===== src/rtl/mips32_prog_loader.sv =====
// Packs decoded MIPS32 instruction fields into 32-bit words and loads them into program memory.
// Optional running XOR checksum of written words is enabled by defining LOADER_CHECKSUM_EN.
module mips32_prog_loader #(
  parameter int ADDR_W     = 10,
  parameter int DEPTH      = 1024,
  parameter int START_ADDR = 0
) (
  input  logic              clk1,
  input  logic              rst,
  input  logic              start,
  input  logic              in_valid,
  output logic              in_ready,
  input  logic [5:0]        in_opcode,
  input  logic [4:0]        in_rs,
  input  logic [4:0]        in_rt,
  input  logic [4:0]        in_rd,
  input  logic [15:0]       in_imm,
  output logic              mem_we,
  output logic [ADDR_W-1:0] mem_addr,
  output logic [31:0]       mem_wdata,
  output logic              busy,
  output logic              done,
  output logic              err_opcode,
  output logic              err_full,
  output logic [ADDR_W:0]   word_count,
  output logic              cpu_hold,
  output logic [31:0]       checksum
);

  typedef enum logic [1:0] {IDLE, LOAD, DONE, ERR} state_t;

  localparam logic [5:0] OpAdd   = 6'b000000;
  localparam logic [5:0] OpSub   = 6'b000001;
  localparam logic [5:0] OpAnd   = 6'b000010;
  localparam logic [5:0] OpOr    = 6'b000011;
  localparam logic [5:0] OpSlt   = 6'b000100;
  localparam logic [5:0] OpMul   = 6'b000101;
  localparam logic [5:0] OpLw    = 6'b001000;
  localparam logic [5:0] OpSw    = 6'b001001;
  localparam logic [5:0] OpAddi  = 6'b001010;
  localparam logic [5:0] OpSubi  = 6'b001011;
  localparam logic [5:0] OpSlti  = 6'b001100;
  localparam logic [5:0] OpBneqz = 6'b001101;
  localparam logic [5:0] OpBeqz  = 6'b001110;
  localparam logic [5:0] OpHlt   = 6'b111111;

  localparam logic [ADDR_W-1:0] FirstAddr = ADDR_W'(START_ADDR);
  localparam logic [ADDR_W-1:0] LastAddr  = ADDR_W'(DEPTH - 1);

  state_t              state_q, state_d;
  logic [ADDR_W-1:0]   addr_q, addr_d;
  logic [ADDR_W:0]     count_q, count_d;
  logic                we_q, we_d;
  logic [ADDR_W-1:0]   maddr_q, maddr_d;
  logic [31:0]         wdata_q, wdata_d;
  logic                errOp_q, errOp_d;
  logic                errFull_q, errFull_d;

  logic [31:0] encWord;
  logic        encLegal;
  logic        encHlt;
  logic        xfer;
  logic        startOk;

  assign xfer    = in_valid && (state_q == LOAD);
  assign startOk = start && (state_q != LOAD);

  // Encoder: unused fields of each class are forced to zero
  always_comb begin
    encWord  = 32'h0;
    encLegal = 1'b0;
    encHlt   = 1'b0;
    case (in_opcode)
      OpAdd, OpSub, OpAnd, OpOr, OpSlt, OpMul: begin
        encWord  = {in_opcode, in_rs, in_rt, in_rd, 11'b0};
        encLegal = 1'b1;
      end
      OpLw, OpSw, OpAddi, OpSubi, OpSlti: begin
        encWord  = {in_opcode, in_rs, in_rt, in_imm};
        encLegal = 1'b1;
      end
      OpBneqz, OpBeqz: begin
        encWord  = {in_opcode, in_rs, 5'b0, in_imm};
        encLegal = 1'b1;
      end
      OpHlt: begin
        encWord  = 32'hFC00_0000;
        encLegal = 1'b1;
        encHlt   = 1'b1;
      end
      default: ;
    endcase
  end

  always_comb begin
    state_d   = state_q;
    addr_d    = addr_q;
    count_d   = count_q;
    we_d      = 1'b0;
    maddr_d   = maddr_q;
    wdata_d   = wdata_q;
    errOp_d   = errOp_q;
    errFull_d = errFull_q;
    case (state_q)
      IDLE, DONE, ERR: begin
        if (startOk) begin
          state_d   = LOAD;
          addr_d    = FirstAddr;
          count_d   = '0;
          errOp_d   = 1'b0;
          errFull_d = 1'b0;
        end
      end
      LOAD: begin
        if (xfer) begin
          if (!encLegal) begin
            errOp_d = 1'b1;
            state_d = ERR;
          end else begin
            we_d    = 1'b1;
            maddr_d = addr_q;
            wdata_d = encWord;
            addr_d  = addr_q + ADDR_W'(1);
            count_d = count_q + (ADDR_W + 1)'(1);
            // HLT on the last word is still a clean finish
            if (encHlt) begin
              state_d = DONE;
            end else if (addr_q == LastAddr) begin
              errFull_d = 1'b1;
              state_d   = ERR;
            end
          end
        end
      end
      default: state_d = IDLE;
    endcase
  end

  always_ff @(posedge clk1) begin
    if (rst) begin
      state_q   <= IDLE;
      addr_q    <= FirstAddr;
      count_q   <= '0;
      we_q      <= 1'b0;
      maddr_q   <= '0;
      wdata_q   <= 32'h0;
      errOp_q   <= 1'b0;
      errFull_q <= 1'b0;
    end else begin
      state_q   <= state_d;
      addr_q    <= addr_d;
      count_q   <= count_d;
      we_q      <= we_d;
      maddr_q   <= maddr_d;
      wdata_q   <= wdata_d;
      errOp_q   <= errOp_d;
      errFull_q <= errFull_d;
    end
  end

`ifdef LOADER_CHECKSUM_EN
  logic [31:0] cksum_q, cksum_d;

  always_comb begin
    cksum_d = cksum_q;
    if (startOk) begin
      cksum_d = 32'h0;
    end else if (xfer && encLegal) begin
      cksum_d = cksum_q ^ encWord;
    end
  end

  always_ff @(posedge clk1) begin
    if (rst) begin
      cksum_q <= 32'h0;
    end else begin
      cksum_q <= cksum_d;
    end
  end

  assign checksum = cksum_q;
`else
  assign checksum = 32'h0;
`endif

  assign in_ready   = (state_q == LOAD);
  assign busy       = (state_q == LOAD);
  assign done       = (state_q == DONE);
  assign cpu_hold   = (state_q != DONE);
  assign mem_we     = we_q;
  assign mem_addr   = maddr_q;
  assign mem_wdata  = wdata_q;
  assign word_count = count_q;
  assign err_opcode = errOp_q;
  assign err_full   = errFull_q;

endmodule


===== config.mk =====
export PLATFORM = sky130hd
export DESIGN_NAME = mips32_prog_loader
export DESIGN_NICKNAME = d
export VERILOG_FILES = /design/src/rtl/mips32_prog_loader.sv
export SDC_FILE = /design/constraint.sdc
export NUM_CORES = 1
export LEC_CHECK = 0
export ABC_CLOCK_PERIOD_IN_PS = 1700
export CAP_MARGIN = 20
export CORE_MARGIN = 2
export CORE_UTILIZATION = 38
export DETAILED_ROUTE_END_ITERATION = 7
export GPL_TIMING_DRIVEN = 0
export PLACE_DENSITY = 0.86
export RECOVER_POWER = 100
export SLEW_MARGIN = 5
export SYNTH_ARGS = -nofsm -noshare
export SYNTH_HDL_FRONTEND = slang
export SYNTH_SLANG_ARGS = --single-unit

===== constraint.sdc =====
create_clock -name clk1 -period 1.7 [get_ports clk1]
set_input_delay 0.34 -clock clk1 [delete_from_list [all_inputs] [get_ports clk1]]
set_output_delay 0.34 -clock clk1 [all_outputs]
set_load 0.005 [all_outputs]

==> results by group, run 1 <==
Global route
  – GRT Util Overall: 19.7%
  – Global route overflow: 0
  – First-pass GRT wire length: 13800 um
  – Number of global-route vias before repair: 2918
  – Initial antenna violation count: 0
  – Largest net degree at the start of global routing: 14

Placed design
  – Port bufs: 100
  – Dpl cell area: 4300 um^2
  – Cell count after placement: 607
  – Routability cong.: 0.851
  – DP Wirelength: 6350 um
  – DP Worst Slack: -0.828 ns

Finish
  – Share of cells above drive strength 1: 20.5%
  – Filler instances: 650
  – Post-Layout Cell Count: 635
  – Area Overhead vs Synth: 55.1%
  – Antenna cell count: 0
  – Final instance area: 4730 um^2
  – Final net count: 571

STA
  – FMAX: 583 MHz
  – Final min period: 1.72 ns
  – Setup_tns: -0.0253 ns
  – # setup viols final: 3
  – Final hold vios: 0
  – Fin crit share: 101%
  – Final WS setup: -0.0154 ns
  – Fin. max-slew vios: 0
  – RSZ-0062 raised after global routing: true
  – Clock skew: 0.00765 ns

Clock tree
  – Total CTS buffers: 9
  – Clock Sinks: 68
  – Hold-fix buffers, CTS: 0
  – Clock buffer depth: 2
  – Root buf cell: clkbuf_8
  – CTS tree: yes
  – CTS H-Tree Depth: 3
  – Clock-pin slew on the worst setup and hold paths: 0.08 ns
  – Skew-Pair Late Insertion Delay: 0.35 ns

Synthesis
  – Xor/xnor share of the synthesized area: 0.287%
  – Netlist cell types: 44
  – Commonest cells in the netlist: 68 x dfxtp_1, 65 x nand2_1, 53 x a21oi_1, 33 x buf_4, 30 x nand3_1
  – Post-Synth Adder-Cell Area: 0.820%
  – Yosys synthesis warning count: 0
  – Most common cell in the synthesized netlist: dfxtp_1
  – Post-Syn Area: 3050 um^2
  – Sequential area share after synthesis: 44.6%
  – Top-area cell type share of the netlist area: 44.6%
  – Ys flop type: dfxtp_1
  – Synthesized flop and latch total: 68
  – EDFF count, synth: 0
  – FFs w/ async S/R, synth: 0%
  – Syn avg cell area: 8.16 um^2
  – Biggest area consumer among synthesized cells: dfxtp_1
  – Dominant combinational cell family by area after synthesis: simple AND/OR/NAND/NOR gates
  – Synth Instances: 374
  – Synth Area in Compound Gates: 18.6%
  – Post-Synth Simple-Gate Area: 23.9%
  – Top cells by area, synth: dfxtp_1 45%, a21oi_1 8.7%, buf_4 8.1%
  – Mux contribution to synthesized area: 0.328%

Route
  – Final WL: 9060 um
  – Routed Antenna Nets: 0
  – DR pass1 iterations: 5
  – Initial DRC Count: 215
  – Routed vias/inst: 5.07
  – DRC viols: 0
  – Drt wl/cell: 14.3 um
  – Via count: 3218

Worst setup path
  – Crit path kind: reg -> reg
  – CP bufs+invs: 2
  – Crit path capture type: flop
  – Slowest cell on the critical path: or4_1
  – Reg2reg end: addr_q[9]$_SDFFE_PP0P_
  – R2r setup slk: -0.02 ns
  – Slowest stage delay, CP: 0.50 ns
  – Cell Chain, Critical Path: nand2b_4 -> inv_4 -> nand2_4 -> a21o_1 -> buf_6 -> or4_1 -> a21oi_1
  – Worst-case reg-to-reg path depth: 7
  – Worst-path fanout max: 5
  – Cell family with most CP delay: simple AND/OR/NAND/NOR gates
  – Worst EP required: 1.98 ns
  – Arr. time, crit path: 2.00 ns
  – Critical path startpoint category: flop
  – Worst R2R Start: state_q[1]$_SDFFE_PP0P_

Run
  – Total of max-cap violations: 0

Power and ir drop
  – Leak pwr: 1.78 nW
  – Tot Pwr: 3.48 mW
  – Max VDD drop: 0.442 mV
  – Cell Pwr Density: 735 nW/um^2

Run status
  – Run status: complete, but fails checks
  – Failing checks: negative setup slack

Floorplan
  – Die footprint: 8760 um^2
  – Die Y: 93.6 um
  – Die outline width: 93.6 um
  – Boundary Pins: 133
  – Core area: 7770 um^2
  – Num rows: 32
  – Initial Util: 39.3%

Worst hold path
  – Hold path start: in_opcode[0]
  – Hold Crit Depth: 3
  – Hold EP: mem_wdata[26]$_SDFFE_PP0P_
  – Worst hold path type: in -> reg
-- routing by layer --
metal | vias up | global-route usage, % | routed length [um]
met5 | - | 0 | 0
met4 | 0 | 6.76 | 115
met3 | 13 | 5.64 | 870
met2 | 178 | 33.8 | 4510
met1 | 1467 | 23.5 | 3560
li1 | 1560 | - | -
-- metrics by stage --
step           hold WS [ns]  utilization, %
6_report              0.280            61.0
5_1_grt               0.295            61.0
4_1_cts               0.407            59.8
3_5_place_dp          0.448            55.4
3_3_place_gp          0.438            55.4
2_1_floorplan         0.439               -
-- state kept, by name (all words and copies together), names as in the netlist --
name and cells:
err_full 1, addr_q 10, state_q 2, word_count 11, mem_wdata 32, mem_addr 10
mem_we 1, err_opcode 1
-- final cells by class --
class,count,area [um^2],area share [%]
clock inverter,7,98.8,2.09
sequential,68,1370,29.0
inverter,3,13.8,0.291
clock buffer,9,124,2.62
tap,102,128,2.70
buffer,53,359,7.58
timing repair buffer,112,1070,22.5
multi-input combinational,281,1570,33.2
-- worst reg2reg max path, delay by kind of cell, from the launching register on --
family | cells | cell delay (ns)
AND/OR/NAND/NOR | 3 | 0.73
buffers and inverters | 2 | 0.23
flip-flops | 1 | 0.34
AO/OA/AOI/OAI | 2 | 0.36
-- cell usage in the layout (no fill, tap or decap), types with 6 or more instances in the layout --
| cell type | Yosys | final |
|---|---|---|
| dfxtp_2 | 0 | 6 |
| dfxtp_1 | 68 | 61 |
| nand3_1 | 30 | 30 |
| conb_1 | 1 | 32 |
| a211oi_1 | 6 | 6 |
| nand2_1 | 65 | 64 |
| buf_4 | 33 | 44 |
| clkdlybuf4s50_1 | 0 | 89 |
| nand4_1 | 6 | 6 |
| clkbuf_2 | 0 | 14 |
| clkbuf_8 | 0 | 9 |
| a21oi_1 | 53 | 51 |
| nor2_1 | 20 | 19 |
-- how the worst max path moves through the flow --
stage                                       start                         end  cells past startpoint
after floorplan           state_q[1]$_SDFFE_PP0P_      addr_q[5]$_SDFFE_PP0P_                      7
after global placement               in_opcode[2]  mem_wdata[16]$_SDFFE_PP0P_                      7
after detailed placement             in_opcode[0]   mem_wdata[8]$_SDFFE_PP0P_                      7
after CTS                 state_q[1]$_SDFFE_PP0P_  mem_wdata[20]$_SDFFE_PP0P_                      9
after global routing      state_q[1]$_SDFFE_PP0P_  mem_wdata[20]$_SDFFE_PP0P_                      9
final                     state_q[1]$_SDFFE_PP0P_      addr_q[9]$_SDFFE_PP0P_                      7
-- logic make-up after synthesis --
family,after synthesis
AO/OA/AOI/OAI,94
multiplexers,1
buffers and inverters,56
XOR/XNOR,1
adder cells (fa/ha/maj),2
other,1
flip-flops,68
AND/OR/NAND/NOR,151
-- where the power goes --
part	internal, mW	switching [mW]
clock	0.833	0.655
sequential	1.60	0.00842
combinational	0.203	0.176
-- repair_timing --
| action | CTS | global route |
|---|---|---|
| resized for setup | 40 | 31 |
| buffers inserted | 6 | 5 |
| gates cloned | 0 | 1 |
| pin swaps | 9 | 9 |
| endpoints found under the setup margin | 72 | 65 |
| endpoints found under the hold margin | 0 | 0 |
Note: power is estimated with default switching activity, not from simulation.
==> run 2: changes to the inputs <==
--- a/config.mk
+++ b/config.mk
@@ -8,10 +8,10 @@
 export ABC_CLOCK_PERIOD_IN_PS = 1700
 export CAP_MARGIN = 20
 export CORE_MARGIN = 2
-export CORE_UTILIZATION = 38
+export CORE_UTILIZATION = 56
 export DETAILED_ROUTE_END_ITERATION = 7
-export GPL_TIMING_DRIVEN = 0
-export PLACE_DENSITY = 0.86
+export DONT_BUFFER_PORTS = 1
+export PLACE_DENSITY = 0.84
 export RECOVER_POWER = 100
 export SLEW_MARGIN = 5
 export SYNTH_ARGS = -nofsm -noshare
==> run 2 against run 1 <==
Against the previous run:
- the run now ends clean
- design area is 27% lower
- sequential cell count stayed put
- hold slack worse by 0.21 ns
- clock power is 12% higher
- via count is 17% lower
- global-route usage is 3.8 points higher
- critical path type unchanged
- critical endpoint is now addr_q[5]$_SDFFE_PP0P_
==> results by group, run 2 (same netlist as run 1, synthesis figures left out) <==
Power and ir drop
  – Internal power: 2.72 mW (was 2.64 mW)
  – Logic pwr share: 4.7% (was 10.9%)
  – Cell Pwr Density: 1000 nW/um^2 (was 735 nW/um^2)
  – Max VDD drop: 0.461 mV (was 0.442 mV)
  – Switch share: 21.1% (was 24.2%)
  – Seq pwr share: 46.8% (was 46.3%)
  – Sw Pwr: 0.730 mW (was 0.840 mW)
  – Leak pwr: 1.22 nW (was 1.78 nW)
  – Clock power frac: 48.5% (was 42.8%)

Clock tree
  – Clock buffer depth: 2 (unchanged)
  – Skew-Pair Late Insertion Delay: 0.34 ns (was 0.35 ns)
  – Root buf cell: clkbuf_8 (unchanged)
  – CTS tree: yes (unchanged)
  – Clock Sinks: 68 (unchanged)
  – CTS H-Tree Depth: 3 (unchanged)
  – Hold-fix buffers, CTS: 0 (unchanged)
  – Clock-pin slew on the worst setup and hold paths: 0.07 ns (was 0.08 ns)
  – Total CTS buffers: 9 (unchanged)

Floorplan
  – Num rows: 26 (was 32)
  – Die outline width: 77.8 um (was 93.6 um)
  – Die Y: 77.8 um (was 93.6 um)
  – Core area: 5170 um^2 (was 7770 um^2)
  – Boundary Pins: 133 (unchanged)
  – Die footprint: 6060 um^2 (was 8760 um^2)
  – Initial Util: 59.0% (was 39.3%)

STA
  – Fin crit share: 99.1% (was 101%)
  – FMAX: 593 MHz (was 583 MHz)
  – Clock skew: 0.00608 ns (was 0.00765 ns)
  – Fin. max-slew vios: 0 (unchanged)
  – # setup viols final: 0 (was 3)
  – Final min period: 1.69 ns (was 1.72 ns)
  – Final hold vios: 0 (unchanged)
  – RSZ-0062 raised after global routing: true (unchanged)

Finish
  – Antenna cell count: 0 (unchanged)
  – Filler instances: 426 (was 650)
  – Post-Layout Cell Count: 466 (was 635)
  – Area Overhead vs Synth: 13.0% (was 55.1%)
  – Max FFs per register: 32 (unchanged)
  – Share of cells above drive strength 1: 13.4% (was 20.5%)
  – Commonest non-fill, non-tap cells in the layout: 68 x dfxtp_1, 64 x nand2_1, 51 x a21oi_1 (was 89 x clkdlybuf4s50_1, 64 x nand2_1, 61 x dfxtp_1)
  – Final Util: 66.6% (was 61.0%)
  – Commonest non-fill, non-tap cell in the layout: dfxtp_1 (was clkdlybuf4s50_1)
  – Final net count: 434 (was 571)

Worst setup path
  – Cell Chain, Critical Path: nand2b_4 -> inv_1 -> nand2_2 -> a21o_4 -> or4_1 -> a21oi_2 (was nand2b_4 -> inv_4 -> nand2_4 -> a21o_1 -> buf_6 -> or4_1 -> a21oi_1)
  – Crit path kind: reg -> reg (unchanged)
  – Worst-path fanout max: 6 (was 5)
  – Arr. time, crit path: 1.96 ns (was 2.00 ns)
  – Worst EP required: 1.98 ns (about the same)
  – CP bufs+invs: 1 (was 2)
  – Cell family with most CP delay: simple AND/OR/NAND/NOR gates (unchanged)
  – Critical path startpoint category: flop (unchanged)
  – Slowest stage delay, CP: 0.55 ns (was 0.50 ns)
  – Slowest cell on the critical path: or4_1 (unchanged)
  – Crit path capture type: flop (unchanged)

Route
  – Routed Antenna Nets: 0 (unchanged)
  – Via count: 2656 (was 3218)
  – DRC viols: 0 (unchanged)
  – Routed vias/inst: 5.70 (was 5.07)
  – Drt wl/cell: 15.5 um (was 14.3 um)
  – Final WL: 7230 um (was 9060 um)
  – Initial DRC Count: 164 (was 215)
  – DR pass1 iterations: 4 (was 5)

Worst hold path
  – Worst hold path type: in -> reg (unchanged)

Placed design
  – DP Wirelength: 5020 um (was 6350 um)
  – Routability cong.: 0.871 (was 0.851)
  – Cell count after placement: 447 (was 607)
  – Port bufs: 0 (was 100)

Global route
  – Largest net degree at the start of global routing: 53 (was 14)
  – GRT Util Overall: 23.5% (was 19.7%)
  – Global route overflow: 0 (unchanged)
  – First-pass GRT wire length: 11400 um (was 13800 um)
  – Number of global-route vias before repair: 2487 (was 2918)
  – Initial antenna violation count: 0 (unchanged)

Run status
  – Run status: completed (was complete, but fails checks)

Run
  – Total of max-cap violations: 0 (unchanged)
run 2: cell type report:
| class | instances | area [um^2] | share of cell area [%] |
|---|---|---|---|
| inverters | 3 | 11.3 | 0.327 |
| multi-input cells | 282 | 1500 | 43.6 |
| well taps | 70 | 87.6 | 2.54 |
| flip-flops and latches | 68 | 1360 | 39.5 |
| clock inverters | 5 | 108 | 3.12 |
| repair buffers | 27 | 224 | 6.50 |
| clock buffers | 11 | 151 | 4.39 |
run 2: per-stage QoR:
stage          instance area, um^2  total power, mW  setup WS, ns  hold slack [ns]  setup TNS [ns]
2_1_floorplan                 3170             1.82        0.0131            0.439               0
3_3_place_gp                  3130             1.80      -0.00970            0.415         -0.0438
3_5_place_dp                  3130             1.80       -0.0676            0.417          -0.558
4_1_cts                       3400             3.46        0.0350           0.0450               0
5_1_grt                       3450             3.57       -0.0440           0.0394          -0.237
6_report                      3450             3.45        0.0145           0.0712               0
run 2: worst paths after layout:
check / start / to / slack (ns) / cells after the start
worst min register to register: mem_wdata[5]$_SDFFE_PP0P_ / mem_wdata[5]$_SDFFE_PP0P_ / 0.47 / 2
worst min-delay path: rst / mem_wdata[26]$_SDFFE_PP0P_ / 0.07 / 1
worst max register to register: state_q[1]$_SDFFE_PP0P_ / addr_q[5]$_SDFFE_PP0P_ / 0.01 / 6
worst max-delay path: state_q[1]$_SDFFE_PP0P_ / addr_q[5]$_SDFFE_PP0P_ / 0.01 / 6
run 2: power groups by stage:
stage          combinational [mW]  sequential (mW)  clock [mW]
6_report                    0.162             1.62        1.67
5_1_grt                     0.181             1.62        1.77
4_1_cts                     0.151             1.61        1.70
3_5_place_dp                0.150             1.65           0
3_3_place_gp                0.146             1.65           0
2_1_floorplan               0.174             1.65           0
run 2: what timing repair did:
item / CTS / global route
setup buffers: 0 / 2
endpoints found under the setup margin: 7 / 26
gates cloned: 0 / 1
gates resized for setup: 2 / 7
run 2: layer usage:
layer  GRT usage (%)  vias up  part of all wire [%]
met1            26.7     1241                    40
met3            9.30       12                   8.6
met2            39.1      123                    50
li1                -     1280                     -
met4            9.64        0                   1.2
met5               0        -                     0
==> run 3: changes to the inputs <==
--- a/config.mk
+++ b/config.mk
@@ -5,13 +5,13 @@
 export SDC_FILE = /design/constraint.sdc
 export NUM_CORES = 1
 export LEC_CHECK = 0
-export ABC_CLOCK_PERIOD_IN_PS = 1700
+export ABC_CLOCK_PERIOD_IN_PS = 1900
 export CAP_MARGIN = 20
-export CORE_MARGIN = 2
-export CORE_UTILIZATION = 56
+export CORE_MARGIN = 1
+export CORE_UTILIZATION = 62
 export DETAILED_ROUTE_END_ITERATION = 7
 export DONT_BUFFER_PORTS = 1
-export PLACE_DENSITY = 0.84
+export PLACE_DENSITY = 0.88
 export RECOVER_POWER = 100
 export SLEW_MARGIN = 5
 export SYNTH_ARGS = -nofsm -noshare
==> constraint.sdc (replaced) <==
create_clock -name clk1 -period 1.9 [get_ports clk1]
set_input_delay 0.38 -clock clk1 [delete_from_list [all_inputs] [get_ports clk1]]
set_output_delay 0.38 -clock clk1 [all_outputs]
set_load 0.005 [all_outputs]
==> run 3 against run 2 <==
Against the previous run:
- critical path depth did not move
- clock skew fell by 0.00059 ns
- combinational power fell by 22%
- die area fell by 14%
- highest routed layer unchanged
- largest power group is now sequential cells
- total power fell by 17%
- register-to-register slack improved by 0.18 ns
==> results by group, run 3 (same netlist as run 1, synthesis figures left out) <==
Power and ir drop
  – Max VDD drop: 0.620 mV (was 0.461 mV)
  – Clock power frac: 45.2% (was 48.5%)
  – Leak pwr: 1.12 nW (was 1.22 nW)
  – Sw Pwr: 0.652 mW (was 0.730 mW)
  – Logic pwr share: 4.4% (was 4.7%)
  – Seq pwr share: 50.4% (was 46.8%)
  – Cell Pwr Density: 882 nW/um^2 (was 1000 nW/um^2)
  – Switch share: 22.7% (was 21.1%)
  – Internal power: 2.22 mW (was 2.72 mW)

STA
  – Fin crit share: 89.5% (was 99.1%)
  – Final min period: 1.70 ns (was 1.69 ns)
  – FMAX: 588 MHz (was 593 MHz)
  – Least-Margin Pin Slew: 0.571 ns
  – Final hold vios: 0 (unchanged)
  – Slew headroom: 61.9%
  – WHS: 0.103 ns (was 0.0712 ns)
  – Final WS setup: 0.199 ns (was 0.0145 ns)
  – Setup_tns: 0 ns (unchanged)
  – # setup viols final: 0 (unchanged)
  – Clock skew: 0.00549 ns (was 0.00608 ns)
  – RSZ-0062 raised after global routing: false (was true)
  – Fin. max-slew vios: 0 (unchanged)

Clock tree
  – Skew-Pair Late Insertion Delay: 0.34 ns (about the same)
  – Total CTS buffers: 9 (unchanged)
  – Hold-fix buffers, CTS: 0 (unchanged)
  – CTS H-Tree Depth: 3 (unchanged)
  – Clock buffer depth: 2 (unchanged)
  – Clock Sinks: 68 (unchanged)
  – Root buf cell: clkbuf_8 (unchanged)
  – Clock-pin slew on the worst setup and hold paths: 0.07 ns (about the same)
  – Cts repair resizes: 0 (was 2)
  – Post-CTS Setup Inserts: 0 (unchanged)
  – CTS tree: yes (unchanged)

Finish
  – Antenna cell count: 0 (unchanged)
  – Area Overhead vs Synth: 6.56% (was 13.0%)
  – Max FFs per register: 32 (unchanged)
  – Commonest non-fill, non-tap cell in the layout: dfxtp_1 (unchanged)
  – Final net count: 419 (was 434)
  – Commonest non-fill, non-tap cells in the layout: 68 x dfxtp_1, 65 x nand2_1, 53 x a21oi_1 (was 68 x dfxtp_1, 64 x nand2_1, 51 x a21oi_1)
  – Share of cells above drive strength 1: 8.66% (was 13.4%)

Worst setup path
  – Arr. time, crit path: 1.97 ns (was 1.96 ns)
  – Slowest stage delay, CP: 0.53 ns (was 0.55 ns)
  – Crit path capture type: flop (unchanged)
  – Slowest cell on the critical path: or4_1 (unchanged)
  – Worst EP required: 2.17 ns (was 1.98 ns)
  – Crit path kind: reg -> reg (unchanged)
  – Worst-path fanout max: 18 (was 6)
  – Critical path startpoint category: flop (unchanged)
  – Cell Chain, Critical Path: nand2b_4 -> inv_1 -> nand2_1 -> a21o_2 -> or4_1 -> a21oi_1 (was nand2b_4 -> inv_1 -> nand2_2 -> a21o_4 -> or4_1 -> a21oi_2)

Floorplan
  – Core area: 4720 um^2 (was 5170 um^2)
  – Die footprint: 5210 um^2 (was 6060 um^2)
  – Die Y: 72.2 um (was 77.8 um)
  – Num rows: 25 (was 26)
  – Boundary Pins: 133 (unchanged)
  – Die outline width: 72.2 um (was 77.8 um)
  – Initial Util: 64.6% (was 59.0%)

Route
  – DR pass1 iterations: 4 (unchanged)
  – Final WL: 6470 um (was 7230 um)
  – Drt wl/cell: 14.4 um (was 15.5 um)
  – Initial DRC Count: 227 (was 164)
  – Routed vias/inst: 5.71 (was 5.70)
  – Via count: 2559 (was 2656)
  – DRC viols: 0 (unchanged)
  – Routed Antenna Nets: 0 (unchanged)

Global route
  – Initial antenna violation count: 0 (unchanged)
  – Number of global-route vias before repair: 2368 (was 2487)
  – GRT Util Overall: 25.8% (was 23.5%)
  – Global route overflow: 0 (unchanged)
  – Largest net degree at the start of global routing: 53 (unchanged)
  – First-pass GRT wire length: 10400 um (was 11400 um)

Placed design
  – DP Wirelength: 4550 um (was 5020 um)
  – DP Worst Slack: 0.0400 ns (was -0.0676 ns)
  – Routability cong.: 0.852 (was 0.871)
  – Port bufs: 0 (unchanged)

Run status
  – Run status: completed (unchanged)

Run
  – Total of max-cap violations: 0 (unchanged)

Worst hold path
  – Worst hold path type: in -> reg (unchanged)
## run 3: cell types whose count changed in the layout (fill, tap and decap cells not counted), moves of 2 or more
| cell | delta |
|---|---|
| a21oi_2 | -2 |
| a21oi_1 | +2 |
| clkinvlp_4 | +2 |
| buf_4 | -11 |
| buf_6 | -3 |
| clkbuf_8 | -2 |
## run 3: path summary, 6_finish.rpt
path	start	endpoint	cells past startpoint	slack [ns]
max	state_q[1]$_SDFFE_PP0P_	word_count[9]$_SDFFE_PP0P_	6	0.20
max reg2reg	state_q[1]$_SDFFE_PP0P_	word_count[9]$_SDFFE_PP0P_	6	0.20
min reg2reg	mem_addr[3]$_SDFFE_PP0P_	mem_addr[3]$_SDFFE_PP0P_	2	0.47
min	rst	state_q[0]$_SDFFE_PP0P_	1	0.10
## run 3: stage by stage
step           instances  utilization [%]  power (mW)  cell area (um^2)
2_1_floorplan        405                -        1.63              3170
4_1_cts              448             69.1        2.88              3260
3_3_place_gp         432             64.5        1.60              3050
6_report             448             68.8        2.87              3250
3_5_place_dp         432             64.5        1.61              3050
5_1_grt              448             68.8        2.97              3250
## run 3: layer usage
layer / global-route usage [%] / routed length, um
met3: 9.44 / 517
met2: 42.8 / 3270
met5: 0 / 0
met1: 30.7 / 2590
met4: 9.15 / 82
## run 3: power groups by stage
stage	logic, mW	registers, mW	clock network, mW
6_report	0.127	1.44	1.30
5_1_grt	0.144	1.45	1.38
4_1_cts	0.128	1.44	1.31
3_5_place_dp	0.128	1.48	0
3_3_place_gp	0.124	1.48	0
2_1_floorplan	0.155	1.48	0
## run 3: layout make-up
cell class | count | area (um^2)
well taps | 67 | 83.8
inverters | 3 | 11.3
multi-input cells | 281 | 1470
clock inverters | 6 | 88.8
repair buffers | 13 | 109
flip-flops and latches | 68 | 1360
clock buffers | 10 | 128
fillers | 404 | 1470
## run 3: critical path, delay by kind of cell (launching register included)
family / cells / cell delay (ns)
compound gates: 2 / 0.46
simple gates: 3 / 0.77
buf+inv: 1 / 0.09
flops: 1 / 0.32
